==> src/rtl/mem_bus_ctrl_if.sv <==
// Bus bundle between the core data port, the controller and the slave array.
// "master" is the core plus slaves environment, "slave" is the controller itself.
interface mem_bus_ctrl_if #(
    parameter int ADDR_W      = 32,
    parameter int DATA_W      = 32,
    parameter int NUM_REGIONS = 4
);
    logic                          cpu_req;
    logic                          cpu_we;
    logic [ADDR_W-1:0]             cpu_addr;
    logic [DATA_W-1:0]             cpu_wdata;
    logic [DATA_W-1:0]             cpu_rdata;
    logic                          cpu_stall;
    logic                          cpu_fault;
    logic [7:0]                    err_count;
    logic [NUM_REGIONS-1:0]        slv_sel;
    logic                          slv_we;
    logic [ADDR_W-1:0]             slv_addr;
    logic [DATA_W-1:0]             slv_wdata;
    logic [NUM_REGIONS*DATA_W-1:0] slv_rdata;

    modport master (
        output cpu_req, cpu_we, cpu_addr, cpu_wdata, slv_rdata,
        input  cpu_rdata, cpu_stall, cpu_fault, err_count,
               slv_sel, slv_we, slv_addr, slv_wdata
    );

    modport slave (
        input  cpu_req, cpu_we, cpu_addr, cpu_wdata, slv_rdata,
        output cpu_rdata, cpu_stall, cpu_fault, err_count,
               slv_sel, slv_we, slv_addr, slv_wdata
    );
endinterface

==> src/rtl/mem_bus_ctrl.sv <==
// Region-decoding bus controller with per-region wait states and fault counting.
// Optional MISALIGN_CHK_EN: requests with cpu_addr[1:0] != 0 fault like unmapped ones.
module mem_bus_ctrl #(
    parameter int ADDR_W      = 32,
    parameter int DATA_W      = 32,
    parameter int NUM_REGIONS = 4,
    parameter int REGION_BITS = 2,
    parameter logic [4*(2**REGION_BITS)-1:0] WAIT_CFG = 16'h0102
) (
    input  logic         clk,
    input  logic         reset,
    mem_bus_ctrl_if.slave bus
);
    localparam logic [0:0] S_IDLE = 1'b0;
    localparam logic [0:0] S_WAIT = 1'b1;

    logic [0:0]             r_state;
    logic [3:0]             r_cnt;
    logic [7:0]             r_err;
    logic [ADDR_W-1:0]      r_addr;
    logic [DATA_W-1:0]      r_wdata;
    logic                   r_we;
    logic [REGION_BITS-1:0] r_region;

    logic [REGION_BITS-1:0] w_region;
    logic [3:0]             w_wait;
    logic                   w_misalign;
    logic                   w_reject;
    logic [REGION_BITS-1:0] w_idx;
    logic [NUM_REGIONS-1:0] w_sel;
    logic                   w_we;
    logic                   w_stall;
    logic                   w_fault;
    logic [ADDR_W-1:0]      w_addr;
    logic [DATA_W-1:0]      w_wdata;
    logic [DATA_W-1:0]      w_rdata;

    assign w_region = bus.cpu_addr[ADDR_W-1 -: REGION_BITS];
    assign w_wait   = WAIT_CFG[4*w_region +: 4];

`ifdef MISALIGN_CHK_EN
    assign w_misalign = |bus.cpu_addr[1:0];
`else
    assign w_misalign = 1'b0;
`endif

    assign w_reject = (int'(w_region) >= NUM_REGIONS) || w_misalign;

    // Reset forces every output low so nothing leaks to the slaves mid-abort.
    always_comb begin
        w_idx   = r_region;
        w_sel   = '0;
        w_we    = 1'b0;
        w_stall = 1'b0;
        w_fault = 1'b0;
        w_addr  = '0;
        w_wdata = '0;
        w_rdata = '0;
        if (!reset) begin
            if (r_state == S_IDLE) begin
                if (bus.cpu_req && w_reject) begin
                    w_fault = 1'b1;
                end else if (bus.cpu_req) begin
                    w_idx   = w_region;
                    w_sel   = NUM_REGIONS'(1) << w_region;
                    w_addr  = bus.cpu_addr;
                    w_wdata = bus.cpu_wdata;
                    if (w_wait == 4'd0) begin
                        w_we    = bus.cpu_we;
                        w_rdata = bus.slv_rdata[DATA_W*w_region +: DATA_W];
                    end else begin
                        w_stall = 1'b1;
                    end
                end
            end else begin
                w_sel   = NUM_REGIONS'(1) << r_region;
                w_addr  = r_addr;
                w_wdata = r_wdata;
                if (r_cnt != 4'd0) begin
                    w_stall = 1'b1;
                end else begin
                    w_we    = r_we;
                    w_rdata = bus.slv_rdata[DATA_W*w_idx +: DATA_W];
                end
            end
        end
    end

    always_ff @(posedge clk) begin
        if (reset) begin
            r_state  <= S_IDLE;
            r_cnt    <= 4'd0;
            r_err    <= 8'd0;
            r_addr   <= '0;
            r_wdata  <= '0;
            r_we     <= 1'b0;
            r_region <= '0;
        end else if (r_state == S_IDLE) begin
            if (bus.cpu_req && w_reject) begin
                if (r_err != 8'hFF) r_err <= r_err + 8'd1;
            end else if (bus.cpu_req && w_wait != 4'd0) begin
                r_addr   <= bus.cpu_addr;
                r_wdata  <= bus.cpu_wdata;
                r_we     <= bus.cpu_we;
                r_region <= w_region;
                r_cnt    <= w_wait - 4'd1;
                r_state  <= S_WAIT;
            end
        end else begin
            if (r_cnt != 4'd0) r_cnt <= r_cnt - 4'd1;
            else               r_state <= S_IDLE;
        end
    end

    assign bus.cpu_rdata = w_rdata;
    assign bus.cpu_stall = w_stall;
    assign bus.cpu_fault = w_fault;
    assign bus.err_count = reset ? 8'd0 : r_err;
    assign bus.slv_sel   = w_sel;
    assign bus.slv_we    = w_we;
    assign bus.slv_addr  = w_addr;
    assign bus.slv_wdata = w_wdata;
endmodule

==> src/flat_wrapper.sv <==
// flat-port wrapper written by rule: the top's interface ports become plain ports
module mem_bus_ctrl_flat 
#(
    parameter int ADDR_W      = 32,
    parameter int DATA_W      = 32,
    parameter int NUM_REGIONS = 4,
    parameter int REGION_BITS = 2,
    parameter logic [4*(2**REGION_BITS)-1:0] WAIT_CFG = 16'h0102
)
  (clk, reset, bus_cpu_req, bus_cpu_we, bus_cpu_addr, bus_cpu_wdata, bus_slv_rdata, bus_cpu_rdata, bus_cpu_stall, bus_cpu_fault, bus_err_count, bus_slv_sel, bus_slv_we, bus_slv_addr, bus_slv_wdata);
  mem_bus_ctrl_if #(.ADDR_W(ADDR_W), .DATA_W(DATA_W), .NUM_REGIONS(NUM_REGIONS)) bus_i ();
  input  logic clk;
  input  logic reset;
  input wire logic [$bits(bus_i.cpu_req)-1:0] bus_cpu_req;
  input wire logic [$bits(bus_i.cpu_we)-1:0] bus_cpu_we;
  input wire logic [$bits(bus_i.cpu_addr)-1:0] bus_cpu_addr;
  input wire logic [$bits(bus_i.cpu_wdata)-1:0] bus_cpu_wdata;
  input wire logic [$bits(bus_i.slv_rdata)-1:0] bus_slv_rdata;
  output wire logic [$bits(bus_i.cpu_rdata)-1:0] bus_cpu_rdata;
  output wire logic [$bits(bus_i.cpu_stall)-1:0] bus_cpu_stall;
  output wire logic [$bits(bus_i.cpu_fault)-1:0] bus_cpu_fault;
  output wire logic [$bits(bus_i.err_count)-1:0] bus_err_count;
  output wire logic [$bits(bus_i.slv_sel)-1:0] bus_slv_sel;
  output wire logic [$bits(bus_i.slv_we)-1:0] bus_slv_we;
  output wire logic [$bits(bus_i.slv_addr)-1:0] bus_slv_addr;
  output wire logic [$bits(bus_i.slv_wdata)-1:0] bus_slv_wdata;
  assign bus_i.cpu_req = bus_cpu_req;
  assign bus_i.cpu_we = bus_cpu_we;
  assign bus_i.cpu_addr = bus_cpu_addr;
  assign bus_i.cpu_wdata = bus_cpu_wdata;
  assign bus_i.slv_rdata = bus_slv_rdata;
  assign bus_cpu_rdata = bus_i.cpu_rdata;
  assign bus_cpu_stall = bus_i.cpu_stall;
  assign bus_cpu_fault = bus_i.cpu_fault;
  assign bus_err_count = bus_i.err_count;
  assign bus_slv_sel = bus_i.slv_sel;
  assign bus_slv_we = bus_i.slv_we;
  assign bus_slv_addr = bus_i.slv_addr;
  assign bus_slv_wdata = bus_i.slv_wdata;
  mem_bus_ctrl #(.ADDR_W(ADDR_W), .DATA_W(DATA_W), .NUM_REGIONS(NUM_REGIONS), .REGION_BITS(REGION_BITS), .WAIT_CFG(WAIT_CFG)) u_core (.clk(clk), .reset(reset), .bus(bus_i));
endmodule
==> config.mk <==
export PLATFORM = sky130hd
export DESIGN_NAME = mem_bus_ctrl_flat
export DESIGN_NICKNAME = d
export VERILOG_FILES = /design/src/rtl/mem_bus_ctrl_if.sv /design/src/rtl/mem_bus_ctrl.sv /design/src/flat_wrapper.sv
export SDC_FILE = /design/constraint.sdc
export NUM_CORES = 1
export LEC_CHECK = 0
export CAP_MARGIN = 5
export CORE_AREA = 2 2 122 124
export CTS_BUF_LIST = sky130_fd_sc_hd__clkbuf_4 sky130_fd_sc_hd__clkbuf_8 sky130_fd_sc_hd__clkbuf_16
export DETAILED_ROUTE_END_ITERATION = 7
export DIE_AREA = 0 0 124 126
export GPL_TIMING_DRIVEN = 0
export PLACE_DENSITY = 0.91
export SYNTH_ARGS = -nofsm -noshare
export SYNTH_HDL_FRONTEND = slang
export SYNTH_SLANG_ARGS = --single-unit
==> constraint.sdc <==
create_clock -name clk -period 2.6 [get_ports clk]
set_input_delay 0.52 -clock clk [delete_from_list [all_inputs] [get_ports clk]]
set_output_delay 0.52 -clock clk [all_outputs]
set_load 0.05 [all_outputs]
==> metrics.txt, run 1 <==
clock sink count=about 80; final-layout fill cell count=between 1,000 and 1,500; Slew @ Worst Pin=roughly 0.8 ns; HP Class=register to register; slowest cell on the critical path=or4b_4; Seq/Total Area, Yosys=0.279; CP peak stage delay=0.53 ns; WL final=roughly 25,000 um; cell family with most CP delay=simple AND/OR/NAND/NOR gates; register bit total from synthesis=just under 80; peak supply drop=a little over 0.3 mV; die area=between 15,000 and 20,000 um2; WL/cell=20.2 um; PnR worst setup slack=-0.151 ns; CP Launch Type=register; Detailed Place HPWL=~18,000 um; worst setup path start=u_core.r_cnt[0]$_SDFFE_PP0P_; RSZ-0062 raised after global routing=true; Setup Viol. Count Final=33; Reg clk slew, reported paths=0.06 ns; WHS=around 0.45 ns; first-pass GRT wire length=36,400 um; most used cell, CP=buf_12; most common cell after layout, fill and taps aside=clkdlybuf4s50_1; Final Instance Area=between 9000 and 10,000 um2; final hold violations=0; layout cell share with drive strength beyond 1=0.227; worst hold start=u_core.r_addr[1]$_SDFFE_PP0P_; pin count of the biggest net entering global routing=13; footprint of the multi-input gates=~3900 um2; core area=about 14,000 um2; Worst Skew=roughly 0.0060 ns; CP endpoint kind=output pin; CP bufs+invs=3; Final Util=0.663; Pleak=around 3.6 nW; area delta synth->final=69.6%; Die W=between 100 and 150 um; vias in the first global route=roughly 6,700; R2R Path Start=u_core.r_state$_SDFF_PP0_; GRT Resource Usage Total=0.303; crit-path max FO=8; Syn Std Cell Area=about 5600 um2; Cells after Synth=716; most frequent cells in the layout=clkdlybuf4s50_1 (199), nand2_1 (195), a21oi_1 (131), dfxtp_1 (74), nand3b_1 (64); critical path type=register to output pin; outcome=finished, violations left; part of the cycle the worst path needs=1.06; IO Pins=between 300 and 400; Post-Syn Nets=slightly above 900; Post-CTS Hold Buffers=0; Final nets=approximately 1,200; Port Buffers=about 300; routed vias=6,794; Clock Tree Root=clkbuf_16; DP Area=a little under 9000 um2; Iteration-0 DRC Markers=between 500 and 600; GR Overflow Total=0; die height=between 100 and 150 um; predominant post-synthesis flop cell=dfxtp_1; DRC violations left=0; Seq. cell area=1570 um2; violated checks=negative setup slack; max-slew violations=0; CP Data Arrival Time=about 2.2 ns; Cell Chain, Critical Path=or4b_4 -> or3_4 -> buf_12 -> buf_12 -> o22ai_4 -> buf_8; H-Tree Depth=3; worst skew pair latency=~0.33 ns; number of synthesized flops with an enable pin=0; TNS Setup=-3.64 ns; drt via density=between 5 and 6; YS warnings=0; CTS tree=done; Initial Util=0.391; clk buf depth=2; count of different cell masters after synthesis=37; PwrDens=roughly 410 nW/um2; Required @ worst endpoint=2.08 ns; post-layout min period=approximately 2.8 ns; Std-Cell Rows=44; fmax=0.363 GHz; CTS Buf Count=9; Slew headroom=0.482; initial antenna violation count=7; final antenna-violating net count=0; Placer Congestion=0.881; syn avg cell area=7.81 um2; max_cap viols=0; ys async rst share=0; Pre-Repair DR Iteration Count=5
[flip-flops by register name, indices dropped and copies added, names as in the netlist]
| name | count |
|---|---|
| u_core.r_state | 1 |
| u_core.r_addr | 31 |
| u_core.r_region | 1 |
| u_core.r_cnt | 4 |
| u_core.r_wdata | 32 |
| u_core.r_err | 8 |
| u_core.r_we | 1 |
[cells in the mapped netlist (3+ instances only)]
master    number  area (um2)
dfxtp_1       78        1560
mux4_2        32         721
mux2i_1       32         320
nand2_1      195         732
o22ai_2       30         375
clkbuf_1      57         214
inv_1         27         101
nand3b_1      64         480
buf_2         10        50.1
clkinv_1       6        22.5
a21oi_1      132         661
nor2b_1        8        50.1
buf_1          4        15.0
nor3b_1        3        22.5
buf_6          3        33.8
nor2_1         8        30.0
[repair_timing]
action | in CTS | in global routing
buffers inserted | 4 | 3
endpoints found under the setup margin | 109 | 102
gates resized for setup | 666 | 42
cloned | 3 | 0
pin swaps | 24 | 8
[final timing paths]
path         slack, ns  cells after the start                             to
min               0.45                      2  u_core.r_addr[1]$_SDFFE_PP0P_
max reg2reg       0.82                      7   u_core.r_cnt[2]$_SDFFE_PP0P_
min reg2reg       0.45                      2  u_core.r_addr[1]$_SDFFE_PP0P_
max              -0.15                      6               bus_cpu_rdata[2]
[layout make-up]
type                       instances  share of cell area
antenna                            6             0.00158
buffer                            73              0.0449
clock buffer                      13              0.0289
clock inverter                     1            0.000528
inverter                          33              0.0131
multi-input combinational        529               0.407
sequential                        78               0.165
tap                              184              0.0243
timing repair buffer             311               0.314
[power breakdown]
| part | switching [W] | total [W] | internal, W |
|---|---|---|---|
| registers | 0.0000303 | 0.00128 | 0.00125 |
| logic | 0.000780 | 0.00141 | 0.000626 |
| clock network | 0.000452 | 0.00117 | 0.000723 |
[worst reg2reg max path, delay by kind of cell (launching register included)]
| kind | cells | cell delay (ns) |
|---|---|---|
| adder cells (fa/ha/maj) | 1 | 0.24 |
| AO/OA/AOI/OAI | 4 | 0.49 |
| buffers and inverters | 2 | 0.64 |
| flip-flops | 1 | 0.35 |
[stage by stage]
step           power, W  setup WS, ns  instances
2_1_floorplan   0.00200       -0.0326        716
3_3_place_gp    0.00256         -1.13       1202
3_5_place_dp    0.00260         -1.14       1202
4_1_cts         0.00385        -0.169       1221
5_1_grt         0.00401        -0.220       1225
6_report        0.00386        -0.151       1228
[metal layers]
| metal | wire length [um] | share of wire | GRT usage |
|---|---|---|---|
| met1 | 8860 | 0.36 | 0.330 |
| met2 | 12300 | 0.50 | 0.517 |
| met3 | 2480 | 0.10 | 0.102 |
| met4 | 1160 | 0.047 | 0.155 |
| met5 | 13 | 0.00052 | 0 |
[logic make-up (layout without fill, tap and decap cells)]
logic type	after synthesis	after routing	share of synthesized area
buffers and inverters	109	431	0.0808
and+or+nand+nor	289	289	0.250
DFF	78	78	0.279
muxes	64	64	0.186
adders and majority gates	1	1	0.00224
other	1	7	0.000670
AOI/OAI and AO/OA	174	174	0.201
(Power assumes the default switching activity.)
==> run 2: changes to the inputs <==
--- a/config.mk
+++ b/config.mk
@@ -14,2 +14,3 @@
 export PLACE_DENSITY = 0.91
+export SKIP_LAST_GASP = 1
 export SYNTH_ARGS = -nofsm -noshare
==> constraint.sdc (replaced) <==
create_clock -name clk -period 2.6 [get_ports clk]
set_input_delay 0.78 -clock clk [delete_from_list [all_inputs] [get_ports clk]]
set_output_delay 0.78 -clock clk [all_outputs]
set_load 0.05 [all_outputs]
==> metrics.txt, run 2 (synthesis gave the netlist of run 1 again) <==
outcome=finished, violations left; violated checks=negative setup slack; IO Pins=about 310; max_cap viols=0; CP Data Arrival Time=2.24 ns; final hold violations=0; H-Tree Depth=3; CP Launch Type=register; PnR worst setup slack=-0.423 ns; CTS Buf Count=9; Std-Cell Rows=44; Cell Chain, Critical Path=or4b_4 -> or3_4 -> buf_12 -> clkbuf_16 -> o22ai_4 -> buf_6; Final Util=0.725; die height=~130 um; pin count of the biggest net entering global routing=16; Detailed Place HPWL=between 15,000 and 20,000 um; DP Area=roughly 9800 um2; Final Instance Area=between 10,000 and 15,000 um2; Setup Viol. Count Final=33; post-layout min period=3.02 ns; crit path capture=bus_cpu_rdata[7]; routed vias=between 6,000 and 7,000; PwrDens=slightly below 400 nW/um2; FF-to-FF path depth=9; vias in the first global route=just under 7,000; Placer Congestion=~0.84; Worst Skew=between 0.004 and 0.005 ns; GR Overflow Total=0; most frequent cells in the layout=nand2_1 (195), clkdlybuf4s50_1 (190), dfxtp_1 (74), a21oi_1 (73), buf_4 (65); worst skew pair latency=about 0.34 ns; R2R Path Start=u_core.r_state$_SDFF_PP0_; Power, Total=0.00411 W; Required @ worst endpoint=approximately 1.8 ns; first-pass GRT wire length=about 35,000 um; biggest regs=u_core.r_wdata (32), u_core.r_addr (31), u_core.r_err (8); final antenna-violating net count=0; core area=roughly 14,000 um2; clk buf depth=2; max reg flops=32; WL/cell=19.2 um; Slew headroom=0.630; Pleak=roughly 3.8 nW; Port Buffers=~300; worst setup path start=u_core.r_cnt[0]$_SDFFE_PP0P_; crit-path max FO=7; Post-CTS Hold Buffers=0; Slew @ Worst Pin=roughly 0.56 ns; fmax=0.331 GHz; Clock Tree Root=clkbuf_16; die area=15,600 um2; flop2flop setup slack=roughly 0.77 ns; Iteration-0 DRC Markers=435; Die W=between 100 and 150 um; CTS tree=done; drt via density=5.53; Largest Register=u_core.r_wdata; RSZ-0062 raised after global routing=true; WL final=about 24,000 um; initial antenna violation count=1; most common cell after layout, fill and taps aside=nand2_1; HP Class=register to register; Pre-Repair DR Iteration Count=5; final-layout fill cell count=1,026; DRC violations left=0; max-slew violations=0; Final nets=1,234; Initial Util=0.391; Reg-to-Reg End=u_core.r_cnt[2]$_SDFFE_PP0P_; slowest cell on the critical path=or4b_4; part of the cycle the worst path needs=1.16; CP peak stage delay=~0.54 ns; peak supply drop=~0.32 mV; Reg clk slew, reported paths=0.07 ns; CP endpoint kind=output pin; clock sink count=78; layout cell share with drive strength beyond 1=0.326; area delta synth->final=85.5%; GRT Resource Usage Total=0.288; critical path type=register to output pin
[run 2: through the flow]
step	TNS (ns)	setup slack, ns	hold slack, ns	std cells
after floorplan	-7.02	-0.393	0.431	716
after global placement	-151.28	-1.63	0.441	1202
after detailed placement	-152.74	-1.67	0.447	1202
after CTS	-22.11	-0.422	0.456	1224
after global routing	-14.09	-0.463	0.471	1227
final	-12.67	-0.423	0.455	1227
[run 2: repair_timing]
item / 4_1_cts / 5_1_grt
gates cloned: 2 / 1
gates resized for setup: 731 / 95
pin swaps: 5 / 3
endpoints found under the setup margin: 110 / 103
buffers inserted: 7 / 1
[run 2: how the worst min path moves through the flow]
stage,from,endpoint,slack (ns),cells past startpoint
final,u_core.r_addr[16]$_SDFFE_PP0P_,u_core.r_addr[16]$_SDFFE_PP0P_,0.45,2
after CTS,u_core.r_addr[2]$_SDFFE_PP0P_,u_core.r_addr[2]$_SDFFE_PP0P_,0.46,2
after floorplan,u_core.r_we$_SDFFE_PP0P_,u_core.r_we$_SDFFE_PP0P_,0.43,2
after detailed placement,u_core.r_addr[2]$_SDFFE_PP0P_,u_core.r_addr[2]$_SDFFE_PP0P_,0.45,2
after global routing,u_core.r_wdata[2]$_SDFFE_PP0P_,u_core.r_wdata[2]$_SDFFE_PP0P_,0.47,2
after global placement,u_core.r_wdata[16]$_SDFFE_PP0P_,u_core.r_wdata[16]$_SDFFE_PP0P_,0.44,2
[run 2: critical path, delay by kind of cell, from the launching register on]
family / cells / cell delay [ns]
flip-flops: 1 / 0.33
AO/OA/AOI/OAI: 1 / 0.16
AND/OR/NAND/NOR: 2 / 0.89
buffers and inverters: 3 / 0.52
[run 2: area by class of cell]
cell class	instances	area [um2]	share of cell area
multi-input cells	529	4440	0.428
repair buffers	313	3080	0.297
flip-flops and latches	78	1570	0.151
plain buffers	73	621	0.0598
well taps	184	230	0.0222
clock buffers	9	225	0.0217
inverters	33	124	0.0119
clock inverters	7	78.8	0.00760
diodes	1	2.50	0.000241
[run 2: per-layer routing]
metal,global-route usage,share of wire
met3,0.0820,0.089
met5,0,0
met2,0.521,0.52
met1,0.309,0.36
met4,0.121,0.039
[run 2: report_power, final]
group          leakage [nW]  internal (W)  switching (W)
sequential            0.638       0.00125      0.0000303
clock                 0.139      0.000754       0.000541
combinational          2.98      0.000705       0.000830
total                  3.75       0.00271        0.00140
